===== src/rtl/passcode_writer.sv =====
// -----------------------------------------------------------------------------
// passcode_writer
//
// Purpose
//   Controls changes to a four-digit BCD passcode. A change goes through four
//   steps: prog_req, the current code (verified), the new code, and the new
//   code again (confirmed). If the confirmation matches, the new code is
//   committed to code_out. Every step has an idle timeout. After MAX_FAIL
//   consecutive wrong old-code entries the block locks out for LOCK_S seconds.
//
// Ports
//   clk        in   1   system clock; all state changes on the rising edge
//   rst        in   1   asynchronous active-high reset
//   prog_req   in   1   one-cycle pulse that requests a code change
//   load_p     in   1   one-cycle pulse that samples digit_in
//   digit_in   in   4   switch digit; only meaningful while load_p=1
//   one_sec    in   1   one-cycle tick per second
//   code_out   out  16  stored code (four BCD nibbles)
//   busy       out  1   high in any state other than IDLE
//   locked     out  1   high in LOCKOUT
//   phase      out  3   current state encoding
//   digit_cnt  out  3   digits accepted in the current entry phase (0-4)
//   done_p     out  1   one-cycle pulse on a successful commit
//   err_p      out  1   one-cycle pulse on any abort
//   err_code   out  2   01 old mismatch, 10 confirm mismatch, 11 timeout
//
// State table
//   state       | meaning
//   IDLE        | waiting for prog_req; digit loads are ignored
//   VERIFY      | collecting the current code
//   NEW         | collecting the new code
//   CONFIRM     | collecting the new code a second time
//   CHECK_OLD   | one cycle: compare the entered code with code_out
//   CHECK_CONF  | one cycle: compare the confirmation with the staged code
//   LOCKOUT     | waiting LOCK_S seconds; only rst is honoured
// -----------------------------------------------------------------------------
module passcode_writer #(
  parameter logic [15:0] DEFAULT_CODE = 16'h1234,
  parameter int          TIMEOUT_S    = 10,
  parameter int          LOCK_S       = 30,
  parameter int          MAX_FAIL     = 3
) (
  input  logic        clk,
  input  logic        rst,
  input  logic        prog_req,
  input  logic        load_p,
  input  logic [3:0]  digit_in,
  input  logic        one_sec,
  output logic [15:0] code_out,
  output logic        busy,
  output logic        locked,
  output logic [2:0]  phase,
  output logic [2:0]  digit_cnt,
  output logic        done_p,
  output logic        err_p,
  output logic [1:0]  err_code
);

  typedef enum logic [2:0] {
    S_IDLE       = 3'd0,
    S_VERIFY     = 3'd1,
    S_NEW        = 3'd2,
    S_CONFIRM    = 3'd3,
    S_CHECK_OLD  = 3'd4,
    S_CHECK_CONF = 3'd5,
    S_LOCKOUT    = 3'd6
  } state_t;

  // The entry timeout and the lockout wait never run at the same time, so
  // they share one seconds counter that is sized for the longer of the two.
  localparam int SEC_MAX = (TIMEOUT_S > LOCK_S) ? TIMEOUT_S : LOCK_S;
  localparam int SEC_W   = $clog2(SEC_MAX + 1);
  localparam int FAIL_W  = $clog2(MAX_FAIL + 1);

  localparam logic [SEC_W-1:0]  TIMEOUT_LAST = SEC_W'(TIMEOUT_S - 1);
  localparam logic [SEC_W-1:0]  LOCK_LAST    = SEC_W'(LOCK_S - 1);
  localparam logic [FAIL_W-1:0] FAIL_LIMIT   = FAIL_W'(MAX_FAIL);

  localparam logic [1:0] ERR_OLD     = 2'b01;
  localparam logic [1:0] ERR_CONFIRM = 2'b10;
  localparam logic [1:0] ERR_TIMEOUT = 2'b11;

  state_t              state_q, state_d;
  logic [15:0]         entry_q, entry_d;
  logic [15:0]         stage_q, stage_d;
  logic [15:0]         code_q, code_d;
  logic [2:0]          cnt_q, cnt_d;
  logic [SEC_W-1:0]    sec_q, sec_d;
  logic [FAIL_W-1:0]   fail_q, fail_d;
  logic [1:0]          err_code_q, err_code_d;
  logic                done_q, done_d;
  logic                err_q, err_d;

  logic                digit_ok;
  logic [15:0]         entry_shift;
  logic [FAIL_W-1:0]   fail_inc;

  // Only BCD digits count as keypresses; anything above 9 is as if no load
  // had happened at all, so it does not even restart the idle timer.
  assign digit_ok    = load_p && (digit_in <= 4'd9);
  assign entry_shift = {entry_q[11:0], digit_in};
  assign fail_inc    = fail_q + FAIL_W'(1);

  always_comb begin
    state_d    = state_q;
    entry_d    = entry_q;
    stage_d    = stage_q;
    code_d     = code_q;
    cnt_d      = cnt_q;
    sec_d      = sec_q;
    fail_d     = fail_q;
    err_code_d = err_code_q;
    done_d     = 1'b0;
    err_d      = 1'b0;

    unique case (state_q)
      S_IDLE: begin
        if (prog_req) begin
          state_d    = S_VERIFY;
          entry_d    = 16'h0000;
          cnt_d      = 3'd0;
          sec_d      = '0;
          err_code_d = 2'b00;
        end
      end

      S_VERIFY, S_NEW, S_CONFIRM: begin
        if (digit_ok) begin
          // A keypress in the same cycle as a tick restarts the timer.
          sec_d = '0;
          if (cnt_q == 3'd3) begin
            unique case (state_q)
              S_VERIFY: begin
                entry_d = entry_shift;
                cnt_d   = 3'd4;
                state_d = S_CHECK_OLD;
              end
              S_NEW: begin
                stage_d = entry_shift;
                entry_d = 16'h0000;
                cnt_d   = 3'd0;
                state_d = S_CONFIRM;
              end
              default: begin
                entry_d = entry_shift;
                cnt_d   = 3'd4;
                state_d = S_CHECK_CONF;
              end
            endcase
          end else begin
            entry_d = entry_shift;
            cnt_d   = cnt_q + 3'd1;
          end
        end else if (one_sec) begin
          if (sec_q == TIMEOUT_LAST) begin
            state_d    = S_IDLE;
            entry_d    = 16'h0000;
            cnt_d      = 3'd0;
            sec_d      = '0;
            err_d      = 1'b1;
            err_code_d = ERR_TIMEOUT;
          end else begin
            sec_d = sec_q + SEC_W'(1);
          end
        end
      end

      S_CHECK_OLD: begin
        entry_d = 16'h0000;
        cnt_d   = 3'd0;
        sec_d   = '0;
        if (entry_q == code_q) begin
          fail_d  = '0;
          state_d = S_NEW;
        end else begin
          fail_d     = fail_inc;
          err_d      = 1'b1;
          err_code_d = ERR_OLD;
          state_d    = (fail_inc == FAIL_LIMIT) ? S_LOCKOUT : S_IDLE;
        end
      end

      S_CHECK_CONF: begin
        entry_d = 16'h0000;
        cnt_d   = 3'd0;
        sec_d   = '0;
        state_d = S_IDLE;
        if (entry_q == stage_q) begin
          code_d = stage_q;
          done_d = 1'b1;
        end else begin
          err_d      = 1'b1;
          err_code_d = ERR_CONFIRM;
        end
      end

      S_LOCKOUT: begin
        if (one_sec) begin
          if (sec_q == LOCK_LAST) begin
            state_d = S_IDLE;
            sec_d   = '0;
            fail_d  = '0;
          end else begin
            sec_d = sec_q + SEC_W'(1);
          end
        end
      end

      default: begin
        state_d = S_IDLE;
        entry_d = 16'h0000;
        cnt_d   = 3'd0;
        sec_d   = '0;
      end
    endcase
  end

  always_ff @(posedge clk or posedge rst) begin
    if (rst) begin
      state_q    <= S_IDLE;
      entry_q    <= 16'h0000;
      stage_q    <= 16'h0000;
      code_q     <= DEFAULT_CODE;
      cnt_q      <= 3'd0;
      sec_q      <= '0;
      fail_q     <= '0;
      err_code_q <= 2'b00;
      done_q     <= 1'b0;
      err_q      <= 1'b0;
    end else begin
      state_q    <= state_d;
      entry_q    <= entry_d;
      stage_q    <= stage_d;
      code_q     <= code_d;
      cnt_q      <= cnt_d;
      sec_q      <= sec_d;
      fail_q     <= fail_d;
      err_code_q <= err_code_d;
      done_q     <= done_d;
      err_q      <= err_d;
    end
  end

  assign code_out  = code_q;
  assign busy      = (state_q != S_IDLE);
  assign locked    = (state_q == S_LOCKOUT);
  assign phase     = state_q;
  assign digit_cnt = cnt_q;
  assign done_p    = done_q;
  assign err_p     = err_q;
  assign err_code  = err_code_q;

endmodule


===== config.mk =====
export PLATFORM = sky130hd
export DESIGN_NAME = passcode_writer
export DESIGN_NICKNAME = d
export VERILOG_FILES = /design/src/rtl/passcode_writer.sv
export SDC_FILE = /design/constraint.sdc
export NUM_CORES = 1
export LEC_CHECK = 0
export ABC_AREA = 1
export BUFFER_PORTS_ARGS = -buffer_cell sky130_fd_sc_hd__clkbuf_2
export CAP_MARGIN = 20
export CORE_ASPECT_RATIO = 1.25
export CORE_MARGIN = 1.5
export CORE_UTILIZATION = 53
export CTS_BUF_LIST = sky130_fd_sc_hd__clkbuf_16
export CTS_CLUSTER_SIZE = 10
export DETAILED_ROUTE_END_ITERATION = 12
export GPL_TIMING_DRIVEN = 0
export PLACE_DENSITY = 0.76
export SLEW_MARGIN = 15
export SYNTH_ARGS = -nofsm -noshare
export SYNTH_HDL_FRONTEND = slang
export SYNTH_SLANG_ARGS = --single-unit

===== constraint.sdc =====
create_clock -name clk -period 2 [get_ports clk]
set_clock_uncertainty 0.15 [all_clocks]
set_input_delay 0.2 -clock clk [delete_from_list [all_inputs] [get_ports clk]]
set_output_delay 0.2 -clock clk [all_outputs]
set_load 0.02 [all_outputs]

Yosys cells after proc, flatten, opt, wreduce, memory -nomap -nowiden --
Index checks and enable logic that the tools add are counted.
Storage, ports and cells: memory bits (read-only) 0, latch bits 0, memories 0, bits in writable memories 0, flip-flop bits (word level) 65
Cells by class: eq/ne operators 23, multiply operators 0, bitwise gates (word level) 1, shifts and indexed selects 0, mux-type cells 49, add/subtract/negate cells 3, div/mod/pow operators 0, magnitude comparators 1, reductions and logical operators 13
Operators with widths (number):
- $mux 16 | 6
- $pmux 16 s3 | 1
- $mux 3 | 13
- $eq 16x16->1 | 2
- $mux 5 | 6
- $mux 2 | 9
- $pmux 5 s3 | 1
- $ne 2x2->1 const B | 7
- $pmux 3 s4 | 1
- $eq 3x2->1 const B | 3
- $eq 3x3->1 const B | 3
- $ne 3x3->1 const B | 3
- $pmux 3 s3 | 1
- $pmux 2 s4 | 1
- $reduce_and 4->1 | 2
- $mux 1 | 7
- $reduce_and 7->1 | 1
- $pmux 3 s2 | 1
- $reduce_and 3->1 | 2
- $reduce_and 6->1 | 1
- $add 5x1->5 const B | 1
- $eq 5x4->1 const B | 1
- $eq 5x5->1 const B | 1
- $le 4x4->1 const B | 1
- 15 further kinds | 15

Logic depth before layout (Yosys ltp) --
Gate-level depths: netlist of run 1.
word-level depth 5, gate-level depth with buffers 12

Least setup slack after synthesis of run 1 --
OpenSTA, ideal clock, no wires.
path type reg2reg, start point reg state_q[1], in the netlist phase[1], end point reg sec_q[0], cell stages (with the launch flop) 8, buffers on the path 0, period minus slack after synthesis 1.906 ns, arrival 1.630 ns, path slack 0.094 ns, cells stage by stage dfrtp_1 -> nand2_1 -> nor2_1 -> nand2_1 -> nand3_4 -> inv_1 -> a21oi_1 -> a21oi_1
On the way: elaborated cells between the ends (all ways) 11, classes of those cells eq/ne (7); mux (1); reduce/logical (3)
RTL lines:
- start, declared | RTL line 83 | state_t state_q, state_d;
- start signal, assigned | RTL line 231 | state_q <= state_d;
- $eq 3x3->1 (*)
- named net locked | RTL line 51 | output logic locked,
- $ne 2x2->1 (no line)
- $reduce_and 3->1 (no line)
- end signal, assigned | RTL line 225 | sec_q <= '0;
- end signal, assigned | RTL line 236 | sec_q <= sec_d;
- end, declared | RTL line 88 | logic [SEC_W-1:0] sec_q, sec_d;
The timed path passes the listed nets; every way through them passes the cells marked *. A chain may end at the register's enable or synchronous reset.

Final worst setup path of run 1 --
start point reg sec_q[1], end point reg entry_q[2]
On the way: cells in the longest elaborated chain, start to end 3
Ends and longest elaborated chain:
- $eq 5x4->1 | RTL line 155 | if (sec_q == TIMEOUT_LAST) begin
- $ne 3x3->1 (no line)
- $reduce_and 4->1 (no line)
- end signal, assigned | RTL line 232 | entry_q <= entry_d;
- end, declared | RTL line 84 | logic [15:0] entry_q, entry_d;
Every way passes these cells.

==> flow_summary.yaml, run 1 <==
sta:
  hold_viol: 0
  tightest_slew_ns: 0.368
  period_needed_ns: 1.88
  slew_violations: 0
  setup_viol: 0
  max_slew_margin: 0.752
  min_period_over_period: 0.940
  fmax_mhz: 532
  hold_ws_ns: 0.0180
  rsz0062_at_grt: "yes"
worst_hold_path:
  holdPathStages: 3
  hold_class: "in -> reg"
grt:
  overflow: 0
  antenna_found_initial: 0
  track_usage: 0.250
  grt_pass1_wl_um: 12800
  grt_max_degree: 54
  grt_pass1_vias: 2792
die:
  ios: 37
  fp.coreArea_mm2: 0.00613
  die_h_um: 91.5
  dieArea_mm2: 0.00675
  die_w_um: 73.8
  start_util: 0.542
  fp-row-count: 32
outcome:
  outcome: "complete, no violations"
cts:
  cts_sinks: 65
  post_cts_buffers: 0
  clock_path_buffers: 2
  insertion_delay_ns: 0.33
  cts-root-buf: "clkbuf_16"
  cts_tree: "done"
  htree_levels: 3
  numCtsBuffers: 9
  clk_pin_slew_worst_paths_ns: 0.05
critical_path:
  crit_family: "simple AND/OR/NAND/NOR gates"
  worst-path-buf-inv: 3
  setup.worst_path.start: "sec_q[1]$_DFFE_PP0P_"
  crit_type: "reg -> reg"
  crit_end: "entry_q[2]$_DFFE_PP0P_"
  crit_path_end_kind: "register"
  cp_max_fo: 10
  critPathSlowestCell: "dfrtp_1"
  crit_cells: 8
  r2r_slack_ns: 0.12
  path_cells: "inv_1 -> ha_1 -> nand4_1 -> nand3_1 -> nand4_2 -> inv_4 -> buf_6 -> o22ai_1"
  cp.arrival_ns: 1.93
  r2r_cells: 8
  rr_startpoint: "sec_q[1]$_DFFE_PP0P_"
  setup.worst_path.start_class: "register"
  reg2reg_to: "entry_q[2]$_DFFE_PP0P_"
  cp_data_required_time_ns: 2.05
  cp_slowest_stage_delay_ns: 0.39
yosys:
  synth-async-reset-ratio: 1.00
  syn_nets: 441
  yosys.cell_types.count: 30
  synth-main-ff-cell: "dfrtp_1"
  ys_seq_area_frac: 0.492
  synthesis.area_mm2: 0.00332
  ys_ff_latch: 65
  avgSynthCellArea_um2: 7.76
  synth_edf_count: 0
  yosysWarnings: 0
  synth_cells: 428
detailed_routing:
  ant_nets: 0
  drc: 0
  drt_iter0_markers: 209
  routed_via_density: 5.14
  wl_per_cell_um: 13.4
  route.vias.total: 2924
  wirelength_um: 7620
  firstDrtPassIters: 4
power_and_ir_drop:
  internal-power_mw: 2.98
  peakVddDrop_mv: 0.790
  p_per_area_mw_per_mm2: 1200
  p_switching_mw: 1.80
  p_leak_nw: 2.06
  power.share.switching: 0.377
  clockPowerShare: 0.310
  pwr-share-seq: 0.342
  p_comb_frac: 0.348
cells_and_area:
  finalNetCount: 493
  fillers: 534
  diodes: 0
  layout.cells.non_filler: 569
  syn_to_final_growth_pct: 20.1
  drive_gt1_frac: 0.169
  final_cell_mix: "nand2_1 (146), inv_1 (65), dfrtp_1 (60)"
  mostFrequentLayoutCell: "nand2_1"
placement:
  gp_congestion: 0.862
  io_buffers: 36
  hpwl_um: 5330
  dpl.cell_count: 550
job:
  maxCapViolCount: 0
[layer usage]
layer	part of all wire	routed length, µm	up-vias	track usage
li1	-	-	1457	-
met1	0.41	3090	1389	0.307
met2	0.54	4100	66	0.428
met3	0.039	300	12	0.0411
met4	0.017	127	0	0.100
met5	0	0	-	0
[worst register-to-register path, delay by kind of cell, from the launching register on]
kind,cells,cell delay [ns]
compound gates,1,0.09
fa+ha+maj,1,0.17
buf+inv,3,0.40
flops,1,0.39
simple gates,3,0.55
[metrics by stage]
step / util / instance area (µm²) / TNS, ns / power (mW) / worst slack, ns
after floorplan: - / 3320 / 0 / 2.79 / 0.0318
after global placement: 0.589 / 3610 / -46.77 / 3.18 / -0.769
after detailed placement: 0.594 / 3640 / 0 / 3.24 / 0.0157
after CTS: 0.645 / 3950 / 0 / 4.73 / 0.0305
after global routing: 0.651 / 3990 / 0 / 5.04 / 0.00268
final: 0.651 / 3990 / 0 / 4.78 / 0.120
[final cells by class]
cell class                 instances  area, µm²  area share
sequential                        65       1630       0.409
multi-input combinational        285       1380       0.346
inverter                          70        280      0.0703
timing repair buffer              41        248      0.0621
clock buffer                       9        225      0.0565
tap                               85        106      0.0267
buffer                             8       65.1      0.0163
clock inverter                     6       51.3      0.0129
[cell families (layout without fill, tap and decap cells)]
| logic type | after synthesis | in the layout | share of synthesized area |
|---|---|---|---|
| xor gates and xnor gates | 9 | 9 | 0.0237 |
| DFF | 65 | 65 | 0.492 |
| and+or+nand+nor | 202 | 202 | 0.249 |
| AOI/OAI and AO/OA | 70 | 70 | 0.120 |
| buffers and inverters | 78 | 134 | 0.100 |
| adders and majority gates | 4 | 4 | 0.0151 |
[registers in the layout (all words and copies together) (netlist names)]
name       count
stage_q       16
err_code       2
done_p         1
digit_cnt      3
phase          3
entry_q       16
sec_q          5
code_out      16
err_p          1
fail_q         2
[Yosys cell counts (4+ instances only)]
master    instances  area, µm²
nand2_1         146        548
inv_1            65        244
dfrtp_1          60       1500
o21ai_0          39        195
nor2_1           34        128
o22ai_1          17        106
nand3_1          11       55.1
xor2_1            9       78.8
a21oi_1           5       25.0
dfstp_2           5        131
o21ai_2           5       43.8
clkbuf_1          4       15.0
ha_1              4       50.1
inv_2             4       15.0
[power groups by stage]
stage | registers [mW] | clock network (mW) | logic (mW)
2_1_floorplan | 1.70 | 0 | 1.09
3_3_place_gp | 1.64 | 0 | 1.54
3_5_place_dp | 1.65 | 0 | 1.59
4_1_cts | 1.63 | 1.49 | 1.61
5_1_grt | 1.65 | 1.54 | 1.85
6_report | 1.63 | 1.48 | 1.66
[worst min-delay path by stage]
stage                     start                      to  slack, ns
finish              digit_in[2]  entry_q[2]$_DFFE_PP0P_       0.02
global route        digit_in[2]  entry_q[2]$_DFFE_PP0P_       0.05
CTS                 digit_in[2]  entry_q[2]$_DFFE_PP0P_       0.02
detailed placement          rst    sec_q[3]$_DFFE_PP0P_      -0.03
global placement    digit_in[0]  stage_q[0]$_DFFE_PP0P_       0.32
floorplan           digit_in[0]  entry_q[0]$_DFFE_PP0P_       0.21
[repair_timing]
action / in CTS / in global routing
endpoints found under the hold margin: 64 / 0
resized for setup: 0 / 20
hold buffers: 4 / 0
endpoints found under the setup margin: 0 / 40
Note: power is estimated with default switching activity, not from simulation.
==> inputs of run 2 (changes only) <==
CORE_UTILIZATION = 58   (was 53)
PLACE_DENSITY = 0.79   (was 0.76)
clock period = 1.75 ns   (was 2 ns; I/O delays follow)
==> flow_summary.yaml, run 2 (same netlist as run 1, synthesis figures left out) <==
outcome:
  outcome: "complete, but fails checks"
  violations: "negative setup slack"
critical_path:
  crit_type: "reg -> reg"
  cp_slowest_stage_delay_ns: 0.40
  critPathSlowestCell: "dfrtp_1"
  setup.worst_path.start_class: "register"
  cp.arrival_ns: 1.88
  crit_family: "simple AND/OR/NAND/NOR gates"
  path_cells: "inv_1 -> nand2_1 -> nand2_1 -> nor2_1 -> nand2_1 -> nor2_2 -> nand3_2 -> buf_8 -> clkinv_8 -> buf_8 -> o21ai_1"
  crit_path_end_kind: "register"
  cp_max_fo: 6
  worst-path-buf-inv: 4
  cpMostUsedCell: "nand2_1"
  cp_data_required_time_ns: 1.81
detailed_routing:
  wl_per_cell_um: 15.3
  wirelength_um: 8650
  firstDrtPassIters: 5
  drc: 0
  route.vias.total: 3108
  ant_nets: 0
  drt_iter0_markers: 189
  routed_via_density: 5.50
job:
  maxCapViolCount: 0
cts:
  cts-root-buf: "clkbuf_16"
  cts_tree: "done"
  htree_levels: 3
  clock_path_buffers: 2
  clk_pin_slew_worst_paths_ns: 0.05
  insertion_delay_ns: 0.33
  cts_sinks: 65
  numCtsBuffers: 9
worst_hold_path:
  hold_class: "in -> reg"
die:
  die_h_um: 87.6
  start_util: 0.606
  dieArea_mm2: 0.00619
  ios: 37
  fp.coreArea_mm2: 0.00548
  die_w_um: 70.7
  fp-row-count: 30
grt:
  grt_max_degree: 34
  grt_busiest_layer: "met2"
  grt_pass1_wl_um: 13300
  use_met3: 0.0506
  met1_usage: 0.331
  overflow: 0
  antenna_found_initial: 0
  track_usage: 0.279
  grt_pass1_vias: 2953
  met2_usage: 0.501
sta:
  slew_violations: 0
  rsz0062_at_grt: "yes"
  setup_viol: 28
  setup_slack_ns: -0.0623
  tns_ns: -0.900
  tightest_slew_ns: 0.745
  hold_viol: 0
  max_slew_margin: 0.502
  fmax_mhz: 552
  min_period_over_period: 1.04
  period_needed_ns: 1.81
cells_and_area:
  drive_gt1_frac: 0.287
  syn_to_final_growth_pct: 29.6
  seq_area_mm2: 0.00164
  finalNetCount: 509
  diodes: 0
  final_util: 0.785
  final_cell_mix: "nand2_1 (134), inv_1 (60), dfrtp_1 (56)"
  mostFrequentLayoutCell: "nand2_1"
  fillers: 365
  multiInputGateArea_mm2: 0.00156
power_and_ir_drop:
  total_power_mw: 5.88
  p_per_area_mw_per_mm2: 1370
  p_leak_nw: 2.22
  peakVddDrop_mv: 0.985
placement:
  hpwl_um: 5270
  io_buffers: 36
  place_ws_ns: -0.251
  gp_congestion: 0.849
==> run 2: changes by cell type in the layout (fill, tap and decap cells not counted), moves of 5 or more <==
cell and change:
buf_4 +13, inv_1 -5, inv_2 +9, nand2_1 -12, nand2_2 +6, nand2_4 +6
nor2_1 -10, nor2_2 +7, o21ai_0 -12, o21ai_1 +6
==> run 2: layer usage <==
metal | vias up | routed length [µm]
met5 | - | 0
met4 | 0 | 289
met3 | 32 | 422
met2 | 117 | 4650
met1 | 1480 | 3280
li1 | 1479 | -
==> run 2: metrics by stage <==
step | instance area [µm²] | hold WS (ns) | instances
after CTS | 4030 | 0.158 | 555
after global routing | 4300 | 0.226 | 565
after detailed placement | 3610 | 0.168 | 529
final | 4300 | 0.151 | 565
after floorplan | 3330 | 0.161 | 428
after global placement | 3590 | 0.282 | 528
==> run 2: cell type report <==
type | instances | area share
Buffer | 8 | 0.0186
Clock buffer | 9 | 0.0523
Clock inverter | 7 | 0.00669
Inverter | 70 | 0.0654
Multi-Input combinational cell | 285 | 0.363
Sequential cell | 65 | 0.381
Tap cell | 64 | 0.0186
Timing Repair Buffer | 57 | 0.0951
==> run 2: final timing paths <==
check | from | end | slack [ns] | depth (start not counted)
max reg2reg | stage_q[3]$_DFFE_PP0P_ | code_out[11]$_DFFE_PP0P_ | -0.06 | 11
max | stage_q[3]$_DFFE_PP0P_ | code_out[11]$_DFFE_PP0P_ | -0.06 | 11
max in group asynchronous | rst | code_out[12]$_DFFE_PP1P_ | 0.42 | 4
min | one_sec | err_p$_DFF_PP0_ | 0.15 | 5
min in group asynchronous | rst | sec_q[1]$_DFFE_PP0P_ | 0.36 | 3
min reg2reg | err_code[0]$_DFFE_PP0P_ | err_code[0]$_DFFE_PP0P_ | 0.32 | 2
==> run 2: worst reg2reg max path, cell delays in order (launching register included) <==
cell and delay (ns):
dfrtp_1 0.40, inv_1 0.08, nand2_1 0.06, nand2_1 0.05, nor2_1 0.12, nand2_1 0.13, nor2_2 0.18, nand3_2 0.11
buf_8 0.17, clkinv_8 0.07, buf_8 0.12, o21ai_1 0.06
==> run 2: repair_timing <==
| item | 4_1_cts | 5_1_grt |
|---|---|---|
| hold buffers | 5 | 0 |
| setup buffers | 5 | 9 |
| pin swaps | 6 | 12 |
| endpoints found under the setup margin | 48 | 61 |
| resized for setup | 22 | 69 |
| endpoints found under the hold margin | 36 | 0 |
| gates cloned | 0 | 1 |
==> run 2: report_power, final <==
| part | internal (mW) | switching (mW) | leakage [nW] |
|---|---|---|---|
| clock network | 0.925 | 0.616 | 0.145 |
| registers | 1.70 | 0.197 | 0.874 |
| logic | 0.910 | 1.53 | 1.20 |
| total | 3.54 | 2.34 | 2.22 |
